### src/rtl/vx_tcu_tfr_norm_round_pipe_if.sv
// Request/response bundle for the TCU FEDP normalise/round/pack stage.
//   Request side : valid_in/ready_in handshake, tag_in, fmt, rnd, is_int,
//                  max_exp, acc_sig, sticky_in, exc_nan, exc_inf, exc_sign.
//   Response side: valid_out/ready_out handshake, tag_out, result, fflags.
// The master modport is the producer of requests and consumer of results;
// the slave modport is the pipeline itself.
interface vx_tcu_tfr_norm_round_pipe_if #(
  parameter int WA    = 30,
  parameter int EXP_W = 10,
  parameter int TAG_W = 32
);
  logic                    valid_in;
  logic                    ready_in;
  logic [TAG_W-1:0]        tag_in;
  logic [1:0]              fmt;
  logic [1:0]              rnd;
  logic                    is_int;
  logic signed [EXP_W-1:0] max_exp;
  logic signed [WA-1:0]    acc_sig;
  logic                    sticky_in;
  logic                    exc_nan;
  logic                    exc_inf;
  logic                    exc_sign;
  logic                    valid_out;
  logic                    ready_out;
  logic [TAG_W-1:0]        tag_out;
  logic [31:0]             result;
  logic [3:0]              fflags;

  modport master (
    output valid_in, tag_in, fmt, rnd, is_int, max_exp, acc_sig,
           sticky_in, exc_nan, exc_inf, exc_sign, ready_out,
    input  ready_in, valid_out, tag_out, result, fflags
  );

  modport slave (
    input  valid_in, tag_in, fmt, rnd, is_int, max_exp, acc_sig,
           sticky_in, exc_nan, exc_inf, exc_sign, ready_out,
    output ready_in, valid_out, tag_out, result, fflags
  );
endinterface

### src/rtl/vx_tcu_tfr_norm_round_pipe.sv
// Three-stage normalise/round/pack pipeline at the tail of the TCU FEDP path.
// Turns a two's-complement fixed-point accumulator plus block exponent into an
// FP32, FP16 or BF16 value (16-bit results NaN-boxed), or a saturated INT32,
// with {NV, OF, UF, NX} flags. One global enable stalls every stage when the
// output is held, so results leave in order and bubbles are kept.
// Ports:
//   clk   - clock
//   reset - asynchronous, active-high; drops all in-flight requests
//   io    - request/response bundle (slave side), see the interface file
module vx_tcu_tfr_norm_round_pipe #(
  parameter int WA     = 30,
  parameter int EXP_W  = 10,
  parameter int TAG_W  = 32,
  parameter int INT_EN = 1
) (
  input  logic clk,
  input  logic reset,
  vx_tcu_tfr_norm_round_pipe_if.slave io
);
  localparam int LZ_W = $clog2(WA + 1);
  localparam int EW   = EXP_W + 2;
  localparam logic [WA-2:0] ONES = '1;

  logic en;
  assign en          = ~io.valid_out | io.ready_out;
  assign io.ready_in = en;

  function automatic logic [LZ_W-1:0] lzc(input logic [WA-1:0] v);
    logic [LZ_W-1:0] n;
    n = LZ_W'(WA);
    for (int i = 0; i < WA; i++)
      if (v[i]) n = LZ_W'(WA - 1 - i);
    return n;
  endfunction

  function automatic logic round_up(input logic [1:0] mode, input logic sign,
                                    input logic lsb, input logic g, input logic s);
    case (mode)
      2'd0:    return g & (s | lsb);
      2'd1:    return 1'b0;
      2'd2:    return sign & (g | s);
      default: return ~sign & (g | s);
    endcase
  endfunction

  // Overflow goes to infinity only when rounding away from zero in that direction.
  function automatic logic ovf_to_inf(input logic [1:0] mode, input logic sign);
    case (mode)
      2'd0:    return 1'b1;
      2'd1:    return 1'b0;
      2'd2:    return sign;
      default: return ~sign;
    endcase
  endfunction

  function automatic logic [31:0] pack(input logic [1:0] f, input logic sign,
                                       input logic [7:0] ex, input logic [22:0] man);
    case (f)
      2'd1:    return {16'hFFFF, sign, ex[4:0], man[9:0]};
      2'd2:    return {16'hFFFF, sign, ex, man[6:0]};
      default: return {sign, ex, man};
    endcase
  endfunction

  // Returns {overflow, value}; only wide accumulators can exceed INT32.
  function automatic logic [32:0] int_sat(input logic signed [WA-1:0] a);
    logic signed [WA+31:0] w;
    w = {{32{a[WA-1]}}, a};
    if (w > $signed({{WA{1'b0}}, 32'h7FFF_FFFF}))      return {1'b1, 32'h7FFF_FFFF};
    else if (w < $signed({{WA{1'b1}}, 32'h8000_0000})) return {1'b1, 32'h8000_0000};
    else                                               return {1'b0, w[31:0]};
  endfunction

  // ---- stage 1: sign, magnitude (WA+1 bits so -2^(WA-1) is exact), LZC ----
  logic                    sign_s0;
  logic [WA:0]             mag_wide;
  logic [WA-1:0]           mag_s0;
  assign sign_s0  = io.acc_sig[WA-1];
  assign mag_wide = sign_s0 ? -{io.acc_sig[WA-1], io.acc_sig} : {io.acc_sig[WA-1], io.acc_sig};
  assign mag_s0   = WA'(mag_wide);

  logic                    vld_p0, sign_p0, is_int_p0, sticky_p0, nan_p0, inf_p0, isign_p0;
  logic [TAG_W-1:0]        tag_p0;
  logic [1:0]              fmt_p0, rnd_p0;
  logic signed [EXP_W-1:0] max_exp_p0;
  logic signed [WA-1:0]    acc_p0;
  logic [WA-1:0]           mag_p0;
  logic [LZ_W-1:0]         lz_p0;

  always_ff @(posedge clk) begin
    if (en) begin
      sign_p0    <= sign_s0;
      mag_p0     <= mag_s0;
      lz_p0      <= lzc(mag_s0);
      max_exp_p0 <= io.max_exp;
      acc_p0     <= io.acc_sig;
      is_int_p0  <= (INT_EN != 0) && io.is_int;
      fmt_p0     <= io.fmt;
      rnd_p0     <= io.rnd;
      sticky_p0  <= io.sticky_in;
      nan_p0     <= io.exc_nan;
      inf_p0     <= io.exc_inf;
      isign_p0   <= io.exc_sign;
      tag_p0     <= io.tag_in;
    end
  end

  // ---- stage 2: normalise so the leading one sits at bit WA-1 ----
  logic                    vld_p1, sign_p1, is_int_p1, sticky_p1, nan_p1, inf_p1, isign_p1, zero_p1;
  logic [TAG_W-1:0]        tag_p1;
  logic [1:0]              fmt_p1, rnd_p1;
  logic signed [WA-1:0]    acc_p1;
  logic [WA-1:0]           norm_p1;
  logic signed [EW-1:0]    exp_p1;

  always_ff @(posedge clk) begin
    if (en) begin
      norm_p1   <= mag_p0 << lz_p0;
      exp_p1    <= EW'(max_exp_p0) - EW'(lz_p0);
      zero_p1   <= (mag_p0 == '0);
      sign_p1   <= sign_p0;
      acc_p1    <= acc_p0;
      is_int_p1 <= is_int_p0;
      fmt_p1    <= fmt_p0;
      rnd_p1    <= rnd_p0;
      sticky_p1 <= sticky_p0;
      nan_p1    <= nan_p0;
      inf_p1    <= inf_p0;
      isign_p1  <= isign_p0;
      tag_p1    <= tag_p0;
    end
  end

  // ---- stage 3: round, pack, flags ----
  int                   mw;
  logic signed [EW-1:0] emax;
  logic [WA-2:0]        frac;
  logic [22:0]          man;
  logic                 g, s, up, carry;
  logic [23:0]          man_r;
  logic signed [EW-1:0] exp_r;
  logic [32:0]          int_r;
  logic [31:0]          res_d;
  logic [3:0]           ff_d;

  always_comb begin
    mw   = 23;
    emax = EW'(254);
    case (fmt_p1)
      2'd1:    begin mw = 10; emax = EW'(30);  end
      2'd2:    begin mw = 7;  emax = EW'(254); end
      default: begin mw = 23; emax = EW'(254); end
    endcase
    // Bits below the implicit leading one; mantissa is right-aligned in man.
    frac  = (WA-1)'(norm_p1);
    man   = 23'(frac >> (WA - 1 - mw));
    g     = frac[WA-2-mw];
    s     = (|(frac & (ONES >> (mw + 1)))) | sticky_p1;
    up    = round_up(rnd_p1, sign_p1, man[0], g, s);
    man_r = {1'b0, man} + 24'(up);
    // On carry-out the kept bits are already zero: mantissa 1.000.. at e+1.
    carry = man_r[mw];
    exp_r = exp_p1 + EW'(carry);
    int_r = int_sat(acc_p1);
    res_d = '0;
    ff_d  = '0;
    if (is_int_p1) begin
      res_d = int_r[31:0];
      ff_d  = {1'b0, int_r[32], 2'b00};
    end else if (nan_p1) begin
      case (fmt_p1)
        2'd1:    res_d = 32'hFFFF_7E00;
        2'd2:    res_d = 32'hFFFF_7FC0;
        default: res_d = 32'h7FC0_0000;
      endcase
      ff_d = 4'b1000;
    end else if (inf_p1) begin
      res_d = pack(fmt_p1, isign_p1, 8'hFF, 23'd0);
    end else if (zero_p1) begin
      res_d = pack(fmt_p1, 1'b0, 8'h00, 23'd0);
      ff_d  = {3'b000, sticky_p1};
    end else if (exp_r <= 0) begin
      res_d = pack(fmt_p1, sign_p1, 8'h00, 23'd0);
      ff_d  = 4'b0011;
    end else if (exp_r > emax) begin
      res_d = ovf_to_inf(rnd_p1, sign_p1) ? pack(fmt_p1, sign_p1, 8'hFF, 23'd0)
                                          : pack(fmt_p1, sign_p1, 8'(emax), 23'h7F_FFFF);
      ff_d  = 4'b0101;
    end else begin
      res_d = pack(fmt_p1, sign_p1, 8'(exp_r), man_r[22:0]);
      ff_d  = {3'b000, g | s};
    end
  end

  always_ff @(posedge clk or posedge reset) begin
    if (reset) begin
      vld_p0       <= 1'b0;
      vld_p1       <= 1'b0;
      io.valid_out <= 1'b0;
      io.tag_out   <= '0;
      io.result    <= '0;
      io.fflags    <= '0;
    end else if (en) begin
      vld_p0       <= io.valid_in;
      vld_p1       <= vld_p0;
      io.valid_out <= vld_p1;
      io.tag_out   <= tag_p1;
      io.result    <= res_d;
      io.fflags    <= ff_d;
    end
  end
endmodule

### src/flat_wrapper.sv
// flat-port wrapper written by rule: the top's interface ports become plain ports
module vx_tcu_tfr_norm_round_pipe_flat 
#(
  parameter int WA     = 30,
  parameter int EXP_W  = 10,
  parameter int TAG_W  = 32,
  parameter int INT_EN = 1
)
  (clk, reset, io_valid_in, io_tag_in, io_fmt, io_rnd, io_is_int, io_max_exp, io_acc_sig, io_sticky_in, io_exc_nan, io_exc_inf, io_exc_sign, io_ready_out, io_ready_in, io_valid_out, io_tag_out, io_result, io_fflags);
  vx_tcu_tfr_norm_round_pipe_if #(.WA(WA), .EXP_W(EXP_W), .TAG_W(TAG_W)) io_i ();
  input  logic clk;
  input  logic reset;
  input wire logic [$bits(io_i.valid_in)-1:0] io_valid_in;
  input wire logic [$bits(io_i.tag_in)-1:0] io_tag_in;
  input wire logic [$bits(io_i.fmt)-1:0] io_fmt;
  input wire logic [$bits(io_i.rnd)-1:0] io_rnd;
  input wire logic [$bits(io_i.is_int)-1:0] io_is_int;
  input wire logic [$bits(io_i.max_exp)-1:0] io_max_exp;
  input wire logic [$bits(io_i.acc_sig)-1:0] io_acc_sig;
  input wire logic [$bits(io_i.sticky_in)-1:0] io_sticky_in;
  input wire logic [$bits(io_i.exc_nan)-1:0] io_exc_nan;
  input wire logic [$bits(io_i.exc_inf)-1:0] io_exc_inf;
  input wire logic [$bits(io_i.exc_sign)-1:0] io_exc_sign;
  input wire logic [$bits(io_i.ready_out)-1:0] io_ready_out;
  output wire logic [$bits(io_i.ready_in)-1:0] io_ready_in;
  output wire logic [$bits(io_i.valid_out)-1:0] io_valid_out;
  output wire logic [$bits(io_i.tag_out)-1:0] io_tag_out;
  output wire logic [$bits(io_i.result)-1:0] io_result;
  output wire logic [$bits(io_i.fflags)-1:0] io_fflags;
  assign io_i.valid_in = io_valid_in;
  assign io_i.tag_in = io_tag_in;
  assign io_i.fmt = io_fmt;
  assign io_i.rnd = io_rnd;
  assign io_i.is_int = io_is_int;
  assign io_i.max_exp = io_max_exp;
  assign io_i.acc_sig = io_acc_sig;
  assign io_i.sticky_in = io_sticky_in;
  assign io_i.exc_nan = io_exc_nan;
  assign io_i.exc_inf = io_exc_inf;
  assign io_i.exc_sign = io_exc_sign;
  assign io_i.ready_out = io_ready_out;
  assign io_ready_in = io_i.ready_in;
  assign io_valid_out = io_i.valid_out;
  assign io_tag_out = io_i.tag_out;
  assign io_result = io_i.result;
  assign io_fflags = io_i.fflags;
  vx_tcu_tfr_norm_round_pipe #(.WA(WA), .EXP_W(EXP_W), .TAG_W(TAG_W), .INT_EN(INT_EN)) u_core (.clk(clk), .reset(reset), .io(io_i));
endmodule
### config.mk
export PLATFORM = sky130hd
export DESIGN_NAME = vx_tcu_tfr_norm_round_pipe_flat
export DESIGN_NICKNAME = d
export VERILOG_FILES = /design/src/rtl/vx_tcu_tfr_norm_round_pipe_if.sv /design/src/rtl/vx_tcu_tfr_norm_round_pipe.sv /design/src/flat_wrapper.sv
export SDC_FILE = /design/constraint.sdc
export NUM_CORES = 1
export LEC_CHECK = 0
export CORE_MARGIN = 2
export CORE_UTILIZATION = 41
export DETAILED_ROUTE_END_ITERATION = 12
export SYNTH_ARGS = -nofsm -noshare
export SYNTH_HDL_FRONTEND = slang
export SYNTH_SLANG_ARGS = --single-unit
### constraint.sdc
create_clock -name clk -period 14.65 [get_ports clk]
set_input_delay 2.93 -clock clk [delete_from_list [all_inputs] [get_ports clk]]
set_output_delay 2.93 -clock clk [all_outputs]
set_load 0.02 [all_outputs]
======== Yosys cells after proc, flatten, opt, wreduce, memory -nomap -nowiden ========
Index checks and enable logic that the tools add are counted.
cells by class
  add/sub/neg operators ................... 7
  $lt $le $gt $ge ......................... 6
  eq/ne operators ......................... 4
  shifts and indexed selects .............. 3
  mux-type cells .......................... 68
  bitwise logic cells ..................... 10
  reductions and logical operators ........ 8
operators with widths
  cell                    count
  $pmux 32 s2             5
  $mux 32                 9
  $mux 4                  21
  $mux 33                 2
  $gt 30x32->1 const B    1
  $lt 30x32->1 const B    1
  $lt 32x7->1 const B     1
  $shr 29x32->23          1
  $shr 29x32->29 const A  1
  $logic_not 30->1        1
  $mux 30                 1
  $neg 30->30             1
  $shl 30x5->29           1
  $and 29x29->29          1
  $reduce_or 29->1        1
  $mux 3                  9
  $add 23x1->24           1
  $reduce_or 16->1        1
  $add 12x1->12           1
  $gt 12x9->1             1
  $le 12x1->1 const B     1
  $sub 5x5->6 const A     2
  $mux 1                  11
  $sub 10x6->11           1
  other kinds (16)        30
storage, ports and cells
  register bits after elaboration ......... 302
  bits of input ports ..................... 85
  output and inout port bits .............. 70
  logic and storage cells ................. 142

======== Logic depth before layout (Yosys ltp) ========
  depth after elaboration ................. 31
  mapped depth ............................ 34
  mapped depth without buffers ............ 30

======== Least setup slack after synthesis ========
No wires, ideal clock.
  path kind ............................... input to output
  from .................................... in io_ready_out
  to ...................................... out io_ready_in
  arrival ................................. 10084 ps
  data required time ...................... 11720 ps
  path slack .............................. 1636 ps
  cell stages on the path ................. 6
  path buffers ............................ 4
  cell sequence ........................... nor2b_1 clkbuf_1 inv_1 buf_2 clkbuf_1 buf_1
between the ends
  word-level cells in the longest chain between the ends .. 1
ends and longest elaborated chain
  what             line                              RTL
  start, declared  flat_wrapper.sv:24                input wire logic [$bits(io_i.ready_out)-1:0] io_ready_out;
  $or 1x1->1       vx_tcu_tfr_norm_round_pipe.sv:25  assign en = ~io.valid_out | io.ready_out;
  end, declared    flat_wrapper.sv:25                output wire logic [$bits(io_i.ready_in)-1:0] io_ready_in;
Every way passes these cells.

======== Worst setup path in the final report ========
  from .................................... reg u_core.fmt_p1[0]
  to ...................................... reg u_core.io.result[1]
between the ends
  word-level cells in the longest chain between the ends .. 22
  elaborated cells on any way between the ends .. 35
  classes of those cells .................. add/sub (5); order compare (2); eq/ne (2); shift (2); mux (16); bitwise (7); reduce/logical (1)
ends and longest elaborated chain
  what                                      line                                                                                                  RTL
  start, declared                           vx_tcu_tfr_norm_round_pipe.sv:111                                                                     logic [1:0] fmt_p1, rnd_p1;
  start signal, assigned                    vx_tcu_tfr_norm_round_pipe.sv:124                                                                     fmt_p1 <= fmt_p0;
  $eq 2x2->1 or $eq 2x1->1 (tied branches)  vx_tcu_tfr_norm_round_pipe.sv:149                                                                     case (fmt_p1)
  $pmux 5 s2                                vx_tcu_tfr_norm_round_pipe.sv:149
  $add 5x1->6                               vx_tcu_tfr_norm_round_pipe.sv:158                                                                     s = (|(frac & (ONES >> (mw + 1)))) | sticky_p1;
  $shr 29x32->29                            vx_tcu_tfr_norm_round_pipe.sv:158
  $and 29x29->29                            vx_tcu_tfr_norm_round_pipe.sv:158
  $reduce_or 29->1                          vx_tcu_tfr_norm_round_pipe.sv:158
  $or 1x1->1                                vx_tcu_tfr_norm_round_pipe.sv:158
  $or 1x1->1 (on tied branches)             vx_tcu_tfr_norm_round_pipe.sv:41, vx_tcu_tfr_norm_round_pipe.sv:42, vx_tcu_tfr_norm_round_pipe.sv:39
  [... 6 more ...]                          --
  $add 12x1->12                             vx_tcu_tfr_norm_round_pipe.sv:163                                                                     exp_r = exp_p1 + EW'(carry);
  $gt 12x9->1                               vx_tcu_tfr_norm_round_pipe.sv:185                                                                     end else if (exp_r > emax) begin
  $mux 32                                   vx_tcu_tfr_norm_round_pipe.sv:185
  $mux 32 *                                 vx_tcu_tfr_norm_round_pipe.sv:182                                                                     end else if (exp_r <= 0) begin
  $mux 32 *                                 vx_tcu_tfr_norm_round_pipe.sv:179                                                                     end else if (zero_p1) begin
  $mux 32 *                                 vx_tcu_tfr_norm_round_pipe.sv:177                                                                     end else if (inf_p1) begin
  $mux 32 *                                 vx_tcu_tfr_norm_round_pipe.sv:170                                                                     end else if (nan_p1) begin
  $mux 32 *                                 vx_tcu_tfr_norm_round_pipe.sv:167                                                                     if (is_int_p1) begin
  end signal, assigned                      vx_tcu_tfr_norm_round_pipe.sv:208                                                                     io.result <= res_d;
  end, declared                             vx_tcu_tfr_norm_round_pipe_if.sv:39                                                                   output ready_in, valid_out, tag_out, result, fflags
Every way passes the cells marked *; elsewhere a longest branch is shown, timed or not. The select of a mux whose other input is x is not followed.
A chain may end at the register's enable or synchronous reset.

==> results by group <==
Synthesis
  • Cell Area, Synth: 15150 µm²
  • Ys flop type: edfxtp_1
  • Synthesis Warnings: 0
  • Synth Net Count: 1460
  • Distinct cell type count after synthesis: just under 90
  • Post-synth EDFFs: approximately 230
  • Yosys top cell area share: between 40 and 50%
  • Cell taking the most area after synthesis: edfxtp_1
  • Avg Synthesized Cell Area: approximately 11 µm²
  • Synth async-reset ratio: between 20% and 30%
  • Seq/Total Area, Yosys: 56.73%
  • #FFs+latches synth: 298
  • Synth area leaders: edfxtp_1 (45%), dfrtp_1 (12%), nand2_1 (4.9%)
  • Cells after synthesis: between 1000 and 1500

Route
  • Vias: about 11000
  • Routed wire per std cell: a little over 20 µm
  • Drt drc: 0
  • Initial drt markers: just over 1000
  • Routed Antenna Nets: 0
  • 1st-pass router iterations: 7
  • Post-Route WL: slightly above 40000 µm
  • Vias per inst: roughly 5.6

CTS
  • CTS max path bufs: 3
  • CTS sink cnt: just under 300
  • Cts bufs inserted: 34
  • Post-CTS Setup Bufs: 0
  • CTS hold repair buffers: 0
  • Worst-path clk slew: approximately 60 ps
  • Clk root buf: clkbuf_16
  • H-tree levels: 2
  • Clock Latency Late Sink: 530 ps
  • CTS tree: done
  • Resized Gates After CTS: 0

Timing
  • Final Cycle Share: roughly three fifths
  • Crit path time final: 8696 ps
  • Setup-failing EPs final: 0
  • Max-slew headroom: a little under a third
  • RSZ-0062 raised after global routing: false
  • Fmax: 0.1150 GHz
  • Setup TNS Final: 0 ps
  • Setup Skew: 22.40 ps
  • Slew Limit Fails: 0
  • Worst-Margin Slew: about 1000 ps
  • Hold Fails Final Rpt: 0

Pwr
  • Maximum VDD drop: around 0.18 mV
  • Sw Ratio: a little over a third
  • Net switching power: 0.001230 W
  • Logic pwr share: 33.9%
  • Leakage: about 7 nW
  • Power per cell area: roughly 190 nW/µm²
  • Sequential cell fraction of total power: a little over two fifths
  • Clock share of power: around 25%
  • Int Power: roughly 0.0022 W

Critical path
  • Critical path endpoint category: register
  • Worst path slowest cell: ha_1
  • R2R cell count: 30
  • Most used cell, CP: ha_1
  • Crit start category: register
  • Family with the most delay on the worst path: simple AND/OR/NAND/NOR gates
  • Worst reg2reg startpoint: u_core.fmt_p1[0]$_DFFE_PP_
  • R2r setup slk: 5950 ps
  • CP max stage delay: ~740 ps
  • CP max FO: 25
  • Worst R2R End: u_core.io.result[1]$_DFFE_PP0P_
  • Critical path type: register to register
  • Critical path data required time: ~15000 ps
  • Crit path DAT: approximately 9100 ps
  • Buf/Inv on CP: 1

Die
  • Die Ht: just under 200 µm
  • Core Footprint: ~37000 µm²
  • # rows: 70
  • Starting Density: between 40% and 50%
  • DIE AREA: a little under 40000 µm²
  • Die Wd: a little under 200 µm
  • Ports: about 160

Placement
  • GPL Wtd Cong: around 0.94
  • PortBufs: 154
  • Placed Instances: approximately 1900
  • Dpl cell area: about 17000 µm²
  • DPL Wire Length: between 20000 and 30000 µm

Finish
  • Syn-to-layout area delta: 19.91%
  • Commonest cells after routing, fill and taps aside: edfxtp_1 (227), nand2_1 (198), clkdlybuf4s50_1 (154)
  • Commonest non-fill, non-tap cell in the layout: edfxtp_1
  • Nets: approximately 1600
  • Post-Layout Cell Count: roughly 2000
  • Antenna cells: 0
  • Filler cells: roughly 3300
  • Finished layout cell area: 18160 µm²
  • Layout cells sized above 1: under 10%

Worst hold path
  • HP Class: register to register
  • Startpoint of the worst hold path: u_core.acc_p0[17]$_DFFE_PP_
  • Hold Path End: u_core.acc_p1[17]$_DFFE_PP_
  • WHS Path Cells: 0

GRT
  • Vias in the first global route: roughly 11000
  • Grt ovf: 0
  • Largest net degree at the start of global routing: between 150 and 200
  • First-pass GRT wire length: 63290 µm
  • Initial antenna violation count: 0
  • Tot GR Track Use: 21.27%

Job
  • MaxCap Viol Count: 0

Outcome
  • Status: finished clean
[cells in the mapped netlist, drive strengths merged, types with 23 or more instances]
| library cell | instances |
|---|---|
| nor3 | 30 |
| inv | 37 |
| dfrtp | 71 |
| nor2 | 92 |
| buf | 23 |
| a21oi | 76 |
| xnor2 | 37 |
| nand2 | 199 |
| nand2b | 25 |
| nand3 | 33 |
| o21ai | 76 |
| clkbuf | 53 |
| mux2i | 40 |
| edfxtp | 227 |
[metrics by stage]
step	hold WS, ps	setup WS [ps]	util, %	total power, W
finish	416.9	5954	49.74	0.003382
global route	424.2	5158	49.74	0.003559
CTS	413.7	6139	49.74	0.003399
detailed placement	404.5	6175	46.73	0.002560
global placement	400.9	6649	46.73	0.002553
floorplan	400.3	1636	-	0.002110
[power by group through the flow]
stage	clock [W]	combinational, W	sequential (W)
6_report	0.000830	0.00115	0.00141
5_1_grt	0.000883	0.00124	0.00143
4_1_cts	0.000849	0.00115	0.00140
3_5_place_dp	0	0.00114	0.00142
3_3_place_gp	0	0.00114	0.00142
2_1_floorplan	0	0.000662	0.00145
[cell families (layout without fill, tap and decap cells)]
group / Yosys count / in the layout / synth area share [%]
AND/OR/NAND/NOR: 495 / 495 / 15.96
AO/OA/AOI/OAI: 308 / 308 / 13.84
flip-flops: 298 / 298 / 56.73
buffers and inverters: 115 / 267 / 3.114
multiplexers: 63 / 63 / 5.394
XOR/XNOR: 58 / 58 / 3.353
adder cells (fa/ha/maj): 19 / 19 / 1.619
[final cells by class]
cell class,instances,area [µm²],share of cell area [%]
Clock buffer,42,900.9,4.959
Clock inverter,20,196.4,1.081
Inverter,39,153.9,0.8472
Multi-Input combinational cell,943,6091,33.53
Sequential cell,298,8593,47.31
Tap cell,468,585.6,3.224
Timing Repair Buffer,166,1644,9.051
[state kept, by name, indices dropped and copies added (netlist names), 2 cells and up]
| register | count |
|---|---|
| u_core.acc_p0 | 29 |
| u_core.acc_p1 | 30 |
| u_core.exp_p1 | 11 |
| u_core.fmt_p0 | 2 |
| u_core.fmt_p1 | 2 |
| u_core.io.fflags | 4 |
| u_core.io.result | 32 |
| u_core.io.tag_out | 32 |
| u_core.lz_p0 | 5 |
| u_core.mag_p0 | 30 |
| u_core.max_exp_p0 | 10 |
| u_core.norm_p1 | 29 |
| u_core.rnd_p0 | 2 |
| u_core.rnd_p1 | 2 |
| u_core.tag_p0 | 32 |
| u_core.tag_p1 | 32 |
[worst register-to-register path: cells and delay by family (launching register included)]
family,cells,cell delay (ps)
simple gates,10,2760
compound gates,10,2550
fa+ha+maj,6,1970
mux,2,480
flops,1,410
xor+xnor,1,330
buf+inv,1,110
[per-layer routing]
layer  wire length, µm  track usage [%]  up-vias
li1                  -                -     5285
met3              1929            2.458       87
met4              1125            6.987        0
met2             19840            35.31      383
met5                 0                0        -
met1             18010            29.23     5369
[worst max path at each step]
| stage | endpoint | from | slack [ps] | depth (start not counted) |
|---|---|---|---|---|
| 6_report | u_core.io.result[1]$_DFFE_PP0P_ | u_core.fmt_p1[0]$_DFFE_PP_ | 5950 | 30 |
| 5_1_grt | u_core.io.result[1]$_DFFE_PP0P_ | u_core.fmt_p1[0]$_DFFE_PP_ | 5160 | 30 |
| 3_3_place_gp | u_core.io.result[20]$_DFFE_PP0P_ | u_core.fmt_p1[0]$_DFFE_PP_ | 6650 | 30 |
| 3_5_place_dp | u_core.io.result[1]$_DFFE_PP0P_ | u_core.fmt_p1[0]$_DFFE_PP_ | 6170 | 30 |
| 2_1_floorplan | io_ready_in | io_ready_out | 1640 | 6 |
| 4_1_cts | u_core.io.result[1]$_DFFE_PP0P_ | u_core.fmt_p1[0]$_DFFE_PP_ | 6140 | 30 |
No activity file was read; power rests on OpenSTA's default activity.
